==> config.mk <==
export PLATFORM = sky130hd
export DESIGN_NAME = sr_latch_bank
export DESIGN_NICKNAME = d
export VERILOG_FILES = /design/src/rtl/sr_bank_pkg.sv /design/src/rtl/sr_bank_cell.sv /design/src/rtl/sr_latch_bank.sv
export SDC_FILE = /design/constraint.sdc
export NUM_CORES = 1
export LEC_CHECK = 0
export BUFFER_PORTS_ARGS = -buffer_cell sky130_fd_sc_hd__buf_2
export CAP_MARGIN = 10
export CORE_MARGIN = 2
export CORE_UTILIZATION = 41
export DETAILED_ROUTE_END_ITERATION = 12
export HOLD_SLACK_MARGIN = 0.05
export SYNTH_ARGS = -nofsm -noshare
export SYNTH_HDL_FRONTEND = slang
export SYNTH_SLANG_ARGS = --single-unit
==> constraint.sdc <==
create_clock -name CLK -period 11.9 [get_ports CLK]
set_clock_uncertainty 0.05 [all_clocks]
set_input_delay 2.38 -clock CLK [delete_from_list [all_inputs] [get_ports CLK]]
set_output_delay 2.38 -clock CLK [all_outputs]
set_load 0.01 [all_outputs]
==> src/rtl/sr_bank_pkg.sv <==
// Shared types and helpers for the clocked set/reset channel bank.
// Conflict-resolution modes, the sampled {S,R} pair and the per-pair next-state rule.
package sr_bank_pkg;

   typedef enum logic [1:0] {
      SR_RDOM = 2'd0,
      SR_SDOM = 2'd1,
      SR_HOLD = 2'd2,
      SR_TOGL = 2'd3
   } sr_mode_e;

   localparam int unsigned FILT_MAX = 15;
   localparam int unsigned STAB_W   = 4;

   typedef struct packed {
      logic s;
      logic r;
   } pair_t;

   localparam pair_t PAIR_IDLE = '{s: 1'b0, r: 1'b0};

   // Next Q for an accepted pair while the channel gate is open.
   function automatic logic resolve(input sr_mode_e mode, input pair_t p, input logic q);
      logic q_new;
      q_new = q;
      unique case ({p.s, p.r})
         2'b10: q_new = 1'b1;
         2'b01: q_new = 1'b0;
         2'b11: begin
            unique case (mode)
               SR_RDOM: q_new = 1'b0;
               SR_SDOM: q_new = 1'b1;
               SR_HOLD: q_new = q;
               SR_TOGL: q_new = ~q;
               default: q_new = q;
            endcase
         end
         default: q_new = q;
      endcase
      return q_new;
   endfunction

endpackage

==> src/rtl/sr_bank_cell.sv <==
// One set/reset storage channel: input stability filter, accepted pair,
// gated Q/Qbar update, conflict entry detect and sticky conflict flag.
module sr_bank_cell
   import sr_bank_pkg::*;
#(
   parameter sr_mode_e    MODE = SR_RDOM,
   parameter int unsigned FILT = 2
) (
   input  logic CLK,
   input  logic RST,
   input  logic s,
   input  logic r,
   input  logic c,
   input  logic clr,
   output logic q,
   output logic qbar,
   output logic conflict,
   output logic entry_c
);

   localparam int unsigned       FILT_EFF = (FILT > FILT_MAX) ? FILT_MAX : FILT;
   localparam logic [STAB_W-1:0] STAB_MAX = STAB_W'(FILT_MAX);
   localparam logic [STAB_W-1:0] STAB_ACC = STAB_W'(FILT_EFF);

   pair_t             raw;
   pair_t             samp;
   pair_t             acc;
   pair_t             acc_now;
   logic [STAB_W-1:0] stab;
   logic [STAB_W-1:0] stab_nxt;
   logic              accept;
   logic              hit;
   logic              hit_prev;
   logic              q_nxt;

   assign raw = '{s: s, r: r};

   // Stability count: number of consecutive prior edges that saw this same pair.
   always_comb begin
      stab_nxt = '0;
      if (raw == samp) begin
         stab_nxt = (stab == STAB_MAX) ? stab : stab + STAB_W'(1);
      end
      accept  = (stab_nxt >= STAB_ACC);
      acc_now = accept ? raw : acc;
   end

   // The pair accepted at this edge acts on this same edge, as a gated latch would.
   always_comb begin
      q_nxt = q;
      if (c) begin
         q_nxt = resolve(MODE, acc_now, q);
      end
      hit     = c & acc_now.s & acc_now.r;
      entry_c = hit & ~hit_prev;
   end

   always_ff @(posedge CLK) begin
      if (RST) begin
         samp     <= PAIR_IDLE;
         stab     <= '0;
         acc      <= PAIR_IDLE;
         q        <= 1'b0;
         qbar     <= 1'b1;
         hit_prev <= 1'b0;
         conflict <= 1'b0;
      end else begin
         samp     <= raw;
         stab     <= stab_nxt;
         acc      <= acc_now;
         q        <= q_nxt;
         qbar     <= ~q_nxt;
         hit_prev <= hit;
         // A fresh entry outranks a simultaneous clear.
         if (entry_c) begin
            conflict <= 1'b1;
         end else if (clr) begin
            conflict <= 1'b0;
         end
      end
   end

endmodule

==> src/rtl/sr_latch_bank.sv <==
// Clocked bank of CH filtered set/reset channels with sticky conflict flags
// and a saturating count of conflict entries across all channels.
module sr_latch_bank
   import sr_bank_pkg::*;
#(
   parameter int unsigned CH    = 8,
   parameter sr_mode_e    MODE  = SR_RDOM,
   parameter int unsigned FILT  = 2,
   parameter int unsigned CNT_W = 8
) (
   input  logic             CLK,
   input  logic             RST,
   input  logic [CH-1:0]    S,
   input  logic [CH-1:0]    R,
   input  logic [CH-1:0]    C,
   input  logic             conflict_clr,
   output logic [CH-1:0]    Q,
   output logic [CH-1:0]    Qbar,
   output logic [CH-1:0]    conflict,
   output logic [CNT_W-1:0] conflict_cnt
);

   localparam int unsigned      POP_W   = $clog2(CH + 1);
   localparam int unsigned      SUM_W   = CNT_W + 1;
   localparam logic [SUM_W-1:0] CNT_MAX = (SUM_W'(1) << CNT_W) - SUM_W'(1);

   logic [CH-1:0]    entry_c;
   logic [POP_W-1:0] pop;
   logic [SUM_W-1:0] sum;
   logic [CNT_W-1:0] cnt_nxt;

   for (genvar i = 0; i < CH; i++) begin : g_ch
      sr_bank_cell #(
         .MODE (MODE),
         .FILT (FILT)
      ) u_cell (
         .CLK      (CLK),
         .RST      (RST),
         .s        (S[i]),
         .r        (R[i]),
         .c        (C[i]),
         .clr      (conflict_clr),
         .q        (Q[i]),
         .qbar     (Qbar[i]),
         .conflict (conflict[i]),
         .entry_c  (entry_c[i])
      );
   end

   // Number of channels entering a conflict on this edge.
   always_comb begin
      pop = '0;
      for (int unsigned i = 0; i < CH; i++) begin
         pop = pop + POP_W'(entry_c[i]);
      end
   end

   // One extra bit of headroom makes the saturation test a plain compare.
   always_comb begin
      sum     = SUM_W'(conflict_cnt) + SUM_W'(pop);
      cnt_nxt = (sum > CNT_MAX) ? CNT_MAX[CNT_W-1:0] : sum[CNT_W-1:0];
   end

   always_ff @(posedge CLK) begin
      if (RST) begin
         conflict_cnt <= '0;
      end else begin
         conflict_cnt <= cnt_nxt;
      end
   end

endmodule

# Word-level counts from Yosys, hierarchy flattened
# Index checks and enable logic that the tools add are counted.
# word_totals
ff_bits	104
input_bits	27
out_inout_bits	32
elab_cells	244
# op_classes
n_addsub	16
order_cmp	9
eq_ne	40
mux	50
bitwise_logic	40
n_reduce_logical	16
# ops
op	count
two-way mux 4 bit	16
adder 4 x 1 -> 4 bit, second input constant	8
equality test 2 bit, second input constant	16
equality test 4 bit, second input constant	8
>= comparator 4 x 2 -> 1 bit, second input constant	8
AND 1 bit	24
two-way mux 1 bit	17
adder 4 x 1 -> 4 bit	4
equality test 2 x 1 -> 1 bit, second input constant	8
equality test 2 bit	8
two-way mux 2 bit	8
NOT 1 bit	16
one-hot mux 1 bit (2 select lines)	8
nonzero test 2 bit	8
OR reduction 2 bit	8
adder 8 x 4 -> 9 bit	1
> comparator 9 x 8 -> 1 bit, second input constant	1
two-way mux 8 bit	1
adder 3 x 1 -> 4 bit	1
adder 2 x 1 -> 3 bit	1
adder 1 x 1 -> 2 bit	1

# Depth between registers and ports, before layout
# Gate-level depths: netlist (run 1).
# logic_depth
ltp_word	18
depth_mapped	19
mapped_depth_nobuf	19

# Modules after synthesis
# Synthesis (run 1) repeated with hierarchy kept, for this count alone.
# hier_totals
cells_unflattened	531
hier_area_um2	5068.6
# modules_own_cells
module	n_inst	cells_per_inst	area_per_inst_um2	seq_area_each_um2
sr_bank_cell	8	58	555.5	240.2
sr_latch_bank	1	67	624.3	160.2

# Least setup slack after synthesis (run 1)
# Ideal clock, no wire load.
# synth_path
path_kind	input to register
start	input S[0]
end	register conflict_cnt[6]
setup_ps	132
arrival_ps	6296
required_time_ps	11718
setup_slack_ps	5423
stages	17
n_path_buf	0
cell_sequence	xor2_1 -> nor2_2 -> o31a_4 -> mux2i_1 -> nor4_2 -> fa_1 -> inv_1 -> fa_1 -> fa_1 -> fa_1 -> fa_1 -> nand2b_1 -> a21boi_0 -> or2_1 -> nand3_1 -> nor3b_1 -> nor3_1
# synth_via
elab_chain_cells	17
# synth_lines
item	line_no	source
from (decl)	sr_latch_bank.sv:13	input logic [CH-1:0] S,
equality test 2 bit	sr_bank_cell.sv:41	if (raw == samp) begin
two-way mux 4 bit	sr_bank_cell.sv:41	
>= comparator 4 x 2 -> 1 bit	sr_bank_cell.sv:44	accept = (stab_nxt >= STAB_ACC);
two-way mux 2 bit (*)	sr_bank_cell.sv:45	acc_now = accept ? raw : acc;
AND 1 bit	sr_bank_cell.sv:54	hit = c & acc_now.s & acc_now.r;
AND 1 bit (*)	sr_bank_cell.sv:54	
AND 1 bit (*)	sr_bank_cell.sv:55	entry_c = hit & ~hit_prev;
via g_ch[0].u_cell.entry_c	sr_bank_cell.sv:18	output logic entry_c
adder 1 x 1 -> 2 bit (*)	sr_latch_bank.sv:54	pop = pop + POP_W'(entry_c[i]);
adder 2 x 1 -> 3 bit (*)	sr_latch_bank.sv:54	
adder 3 x 1 -> 4 bit (*)	sr_latch_bank.sv:54	
adder 4 x 1 -> 4 bit (*) (4 in a row)	sr_latch_bank.sv:54	
adder 8 x 4 -> 9 bit (*)	sr_latch_bank.sv:60	sum = SUM_W'(conflict_cnt) + SUM_W'(pop);
> comparator 9 x 8 -> 1 bit	sr_latch_bank.sv:61	cnt_nxt = (sum > CNT_MAX) ? CNT_MAX[CNT_W-1:0] : sum[CNT_W-1:0];
two-way mux 8 bit (*)	sr_latch_bank.sv:61	
to (signal assigned)	sr_latch_bank.sv:68	conflict_cnt <= cnt_nxt;
to (decl)	sr_latch_bank.sv:20	output logic [CNT_W-1:0] conflict_cnt
# Mark *: on every way through the listed nets, which the timed path passes. The rest lies on a longest branch.
# A chain may end at the register's enable or synchronous reset.

# Worst setup path in the final report (run 1)
# layout_path
start	input R[0]
end	register conflict_cnt[6]
# layout_via
elab_chain_cells	17
# layout_lines
item	line_no	source
from (decl)	sr_latch_bank.sv:14	input logic [CH-1:0] R,
equality test 2 bit	sr_bank_cell.sv:41	
two-way mux 4 bit	sr_bank_cell.sv:41	
>= comparator 4 x 2 -> 1 bit	sr_bank_cell.sv:44	
two-way mux 2 bit (*)	sr_bank_cell.sv:45	
AND 1 bit	sr_bank_cell.sv:54	
AND 1 bit (*)	sr_bank_cell.sv:54	
AND 1 bit (*)	sr_bank_cell.sv:55	
via g_ch[0].u_cell.entry_c	sr_bank_cell.sv:18	
adder 1 x 1 -> 2 bit (*)	sr_latch_bank.sv:54	
adder 2 x 1 -> 3 bit (*)	sr_latch_bank.sv:54	
adder 3 x 1 -> 4 bit (*)	sr_latch_bank.sv:54	
adder 4 x 1 -> 4 bit (*) (4 in a row)	sr_latch_bank.sv:54	
adder 8 x 4 -> 9 bit (*)	sr_latch_bank.sv:60	
> comparator 9 x 8 -> 1 bit	sr_latch_bank.sv:61	
two-way mux 8 bit (*)	sr_latch_bank.sv:61	
# Marked as above.

==> metrics, run 1 <==
maximum vdd ir drop=0.0000535 V; Power per Cell Area=129 mW/mm^2; synthesized area=0.00460 sq mm; Tmin final=6540 ps; ys flop type=dfxtp_1; antenna-violating nets left=0; asr flop ratio synth=0%; largest fanout on the critical path=5; MaxCap Viol Count=0; share of cells above drive strength 1=about 18%; Cells after Synth=475; vias per inst=4.93; register area=0.00208 sq mm; footprint of the multi-input gates=0.00223 sq mm; IO Port Bufs=58; CTS Buffer Depth=2; clock sinks=~100; Die X-Extent=~110 um; register clock-pin slew on the reported worst setup and hold paths=90 ps; layout overhead on the synthesized area=10.9%; initial antenna violation count=0; gr ovfl total=0; Root Driver=clkbuf_8; Routed WL per cell=12.7 um; overall die area=0.0121 sq mm; final setup margin=5360 ps; clk_lat worst skew=360 ps; via count=~3300; syn avg cell area=9.68 sq um; WP data required=12080 ps; min-delay worst type=reg -> reg; largest cells by area after synthesis=dfxtp_1 (45%), nor2_1 (4.0%), buf_4 (3.9%); # Post-CTS Setup Buffers=0; Startpoint Class=input pin; # fillers=1033; Post-synth EDFFs=0; gr usage total=14.6%; largest net degree at the start of global routing=61; H-Tree Depth=3; Iteration-0 DRC Markers=94; vias in the first global route=a little over 3000; post-synth top area share=about 45%; Final Max Slew Viols=0; Final Core Density=46.8%; Leakage=0.00208 uW; first-pass GRT wire length=13600 um; worst slew pin tran=between 600 and 700 ps; num rows=38; Slew HR=55.5%; Layout Nets=560; flops & latches, synth=around 100; Ant. Diodes=0; DR pass1 iterations=4; unrepaired setup endpoints after global routing=false; I/O Pins=59; pre-CTS WS=4980 ps; Setup Crit Path Kind=in -> reg; Mapped Nets=521; Total Wirelength=8340 um; Setup crit end kind=flip-flop; CTS buffer count=9; Post-DP HPWL=6080 um; Cell variety after synth=53; cts repair resizes=0; final hold violations=0; crit path DAT=6710 ps; CTS tree=built; die height=110 um; sequential fraction of the synthesis area=45.3%; warnings from Yosys=0; cts-stage hold buffer count=0; fin crit share=54.9%; non-filler instance count after layout=659; Initial Util=42.2%; DRC violations left=0; cell taking the most area after synthesis=dfxtp_1; Placer Congestion=0.764; Fin Setup TNS=0 ps; status=finished clean; Final setup viols=0; Fmax=0.153 GHz; core area=0.0109 sq mm; Placed Instances=643
[cells in the mapped netlist, types with 9 or more instances]
cell,number
a211oi_1,18
a21oi_1,19
and2_1,15
buf_4,24
dfxtp_1,104
ha_1,14
inv_1,20
mux2i_1,16
nand2_1,30
nand3_1,9
nor2_1,49
nor2b_1,25
nor3_1,19
or3_1,10
xor2_1,17
[metal layers]
metal	track usage, %	routed length [um]
met1	18.5	4110
met2	23.3	3780
met3	4.09	342
met4	5.88	119
met5	0	0
[flip-flops by register name (all words and copies together), names as in the netlist]
name,count
conflict_cnt,8
g_ch.u_cell.acc,16
g_ch.u_cell.conflict,8
g_ch.u_cell.hit_prev,8
g_ch.u_cell.q,8
g_ch.u_cell.qbar,8
g_ch.u_cell.samp,16
g_ch.u_cell.stab,32
[final timing paths]
check	startpoint	to	slack, ps	depth (start not counted)
max	R[0]	conflict_cnt[6]$_SDFF_PP0_	5360	18
min	g_ch[7].u_cell.hit_prev$_SDFF_PP0_	g_ch[7].u_cell.conflict$_SDFFE_PP0P_	400	1
max reg2reg	g_ch[0].u_cell.stab[0]$_SDFF_PP0_	conflict_cnt[6]$_SDFF_PP0_	6740	18
min reg2reg	g_ch[7].u_cell.hit_prev$_SDFF_PP0_	g_ch[7].u_cell.conflict$_SDFFE_PP0P_	400	1
[power breakdown]
part	leakage, uW	internal (uW)	total [uW]	switching (uW)
clock network	0.000117	136	252	115
logic	0.00112	19.0	43.9	24.9
registers	0.000844	356	361	5.14
[area by class of cell]
cell class	instances	area share, %
timing repair buffer	59	5.84
tap	140	3.44
inverter	20	1.47
multi-input combinational	320	43.8
sequential	104	40.9
clock inverter	2	1.18
clock buffer	14	3.39
[through the flow]
stage	area, sq um	hold slack, ps	power (uW)
after floorplan	4600	366	399
after global placement	4860	382	412
after detailed placement	4860	389	413
after CTS	5090	401	666
after global routing	5090	415	686
final	5090	395	656
[critical path, cell delays in order]
cell and delay (ps):
buf_2 130, xor2_1 170, nor2_2 110, o31a_4 180, mux2i_1 370, nor4_2 110
fa_1 510, inv_1 50, fa_1 490, fa_1 430, fa_1 410, fa_1 400
nand2b_1 150, a21boi_0 210, or2_1 220, nand3_1 100, nor3b_1 200, nor3_1 80
[cell usage in the layout, fill, tap and decap left out, drive strengths merged, types with 3 or more instances in the layout]
cell type	instances
nor2b	25
o31a	6
inv	20
nand4bb	4
o21ai	4
nand2	30
nand3	9
buf	59
o211ai	4
clkbuf	14
or3	10
a21oi	20
fa	5
and2	18
a211oi	18
ha	14
nor2	51
dfxtp	104
o21a	3
xnor2	8
nor3	19
a31oi	3
nor4	5
xor2	17
a311oi	3
mux2	4
mux2i	18
[logic make-up after synthesis]
kind of cell	synth area share [%]
XOR/XNOR	4.76
adder cells (fa/ha/maj)	5.99
AND/OR/NAND/NOR	20.9
buffers and inverters	6.13
AO/OA/AOI/OAI	11.5
multiplexers	5.44
flip-flops	45.3
Note: power is estimated with default switching activity, not from simulation.
==> inputs of run 2 (changes only) <==
==> constraint.sdc (replaced) <==
create_clock -name CLK -period 6.65 [get_ports CLK]
set_clock_uncertainty 0.05 [all_clocks]
set_input_delay 1.33 -clock CLK [delete_from_list [all_inputs] [get_ports CLK]]
set_output_delay 1.33 -clock CLK [all_outputs]
set_load 0.01 [all_outputs]
==> run 2 against run 1 <==
Count of clock-buffer cells in the layout decreased by 2; design area shrank 1.3%; global-route usage is 0.24 points higher; critical path type unchanged; worst hold slack got worse by 2.7 ps; die area is the same; largest cell class unchanged; sequential power up 79%.
==> metrics, run 2 (synthesis results as in run 1) <==
MaxCap Viol Count=0 (unchanged); clk_lat worst skew=360 ps (about the same); core area=0.0109 sq mm (unchanged); via count=3221 (-0.95%); register clock-pin slew on the reported worst setup and hold paths=90 ps (about the same); I/O Pins=59 (unchanged); Routed WL per cell=12.6 um (-0.37%); Startpoint Class=input pin; Tmin final=5460 ps; pre-CTS WS=790 ps (-4190 ps); Leakage=0.00205 uW (-1.3%); Post-DP HPWL=6050 um (-0.54%); H-Tree Depth=3 (unchanged); gr ovfl total=0 (unchanged); Placer Congestion=0.763 (about the same); antenna-violating nets left=0 (unchanged); CP bufs+invs=2 (unchanged); hold_sp=g_ch[7].u_cell.hit_prev$_SDFF_PP0_; layout overhead on the synthesized area=9.39%; footprint of the multi-input gates=0.00223 sq mm (unchanged); CP Launch Point=R[0]; share of cells above drive strength 1=17.7% (unchanged); status=finished clean; Layout Nets=560 (unchanged); first-pass GRT wire length=13800 um (+1.7%); unrepaired setup endpoints after global routing=false; r2r startpoint=g_ch[0].u_cell.stab[0]$_SDFF_PP0_; crit-path cells=buf_2 -> xor2_1 -> nor2_2 -> o31a_4 -> mux2i_1 -> nor4_2 -> fa_1 -> inv_1 -> fa_1 -> fa_1 -> fa_1 -> fa_1 -> nand2b_1 -> a21boi_0 -> or2_1 -> nand3_1 -> nor3b_1 -> nor3_1; Fin Hold WS=393 ps (-2.72 ps); Largest stage delay, worst path=510 ps (about the same); Slew HR=55.6% (+0.088 points); Setup Crit Path Kind=in -> reg; # Post-CTS Setup Buffers=0 (unchanged); DR pass1 iterations=4 (unchanged); vias per inst=4.89 (-0.95%); cts repair resizes=0 (unchanged); Iteration-0 DRC Markers=84 (-11%); Root Driver=clkbuf_8; Die X-Extent=110 um (unchanged); IO Port Bufs=58 (unchanged); CTS tree=built; Most flops, register=g_ch.u_cell.stab; min-delay worst type=reg -> reg; design area=0.00503 sq mm (-1.3%); initial antenna violation count=0 (unchanged); final setup margin=1190 ps (-4170 ps); worst slew pin tran=665 ps (-1.31 ps); vias in the first global route=3060 (+0.86%); CP top delay family=adder cells; CTS Buffer Depth=2 (unchanged); Ant. Diodes=0 (unchanged); gr usage total=14.8% (+0.24 points); register area=0.00208 sq mm (unchanged); largest fanout on the critical path=5 (unchanged); cell mode on critical path=fa_1; Initial Util=42.2% (unchanged); WP data required=6840 ps (-5240 ps); DRC violations left=0 (unchanged); Final Max Slew Viols=0 (unchanged); placed inst area=0.00486 sq mm (unchanged); overall die area=0.0121 sq mm (unchanged); maximum vdd ir drop=0.000115 V (+110%); Fmax=between 0.15 and 0.2 GHz; Power per Cell Area=214 mW/mm^2 (+66%); die height=110 um (unchanged); fin crit share=82.0%; crit path DAT=5640 ps (-1070 ps); num rows=38 (unchanged); Fin Setup TNS=0 ps (unchanged); Slowest-stage cell, CP=fa_1; final hold violations=0 (unchanged); biggest regs=g_ch.u_cell.stab x32, g_ch.u_cell.acc x16, g_ch.u_cell.samp x16; max reg flops=32 (unchanged); Setup crit end kind=flip-flop; CTS buffer count=9 (unchanged); most frequent cells in the layout=dfxtp_1 (104), buf_2 (58), nor2_1 (49); clock sinks=104 (unchanged); Final setup viols=0 (unchanged); Total Wirelength=8310 um (-0.37%); largest net degree at the start of global routing=61 (unchanged); cts-stage hold buffer count=0 (unchanged); Design Power=1070 uW (+64%); # fillers=1059 (+2.5%); commonest non-fill, non-tap cell in the layout=dfxtp_1
## run 2: cell type report
class / instances / share of cell area [%]
Clock buffer: 12 / 2.89
Tap cell: 140 / 3.48
Multi-Input combinational cell: 320 / 44.4
Clock inverter: 4 / 0.398
Inverter: 20 / 1.49
Sequential cell: 104 / 41.4
Timing Repair Buffer: 59 / 5.92
## run 2: path summary, 6_finish.rpt
path | cells after the start | endpoint | slack (ps)
worst max register to register | 18 | conflict_cnt[6]$_SDFF_PP0_ | 1510
worst max-delay path | 18 | conflict_cnt[6]$_SDFF_PP0_ | 1190
worst min-delay path | 1 | g_ch[7].u_cell.conflict$_SDFFE_PP0P_ | 390
worst min register to register | 1 | g_ch[7].u_cell.conflict$_SDFFE_PP0P_ | 390
## run 2: metal layers
| metal | GRT usage, % | wire (um) |
|---|---|---|
| met4 | 6.33 | 142 |
| met2 | 24.0 | 3720 |
| met5 | 0 | 0 |
| met1 | 18.5 | 4090 |
| met3 | 3.97 | 352 |
## run 2: where the power goes
part           internal, uW  total (uW)  switching, uW
Combinational          34.0        78.1           44.1
Sequential              636         646           9.20
Clock                   144         350            205
Total                   815        1070            259
## run 2: through the flow
| stage | cells | utilization (%) |
|---|---|---|
| 2_1_floorplan | 475 | - |
| 3_3_place_gp | 643 | 44.7 |
| 3_5_place_dp | 643 | 44.7 |
| 4_1_cts | 659 | 46.2 |
| 5_1_grt | 659 | 46.2 |
| 6_report | 659 | 46.2 |
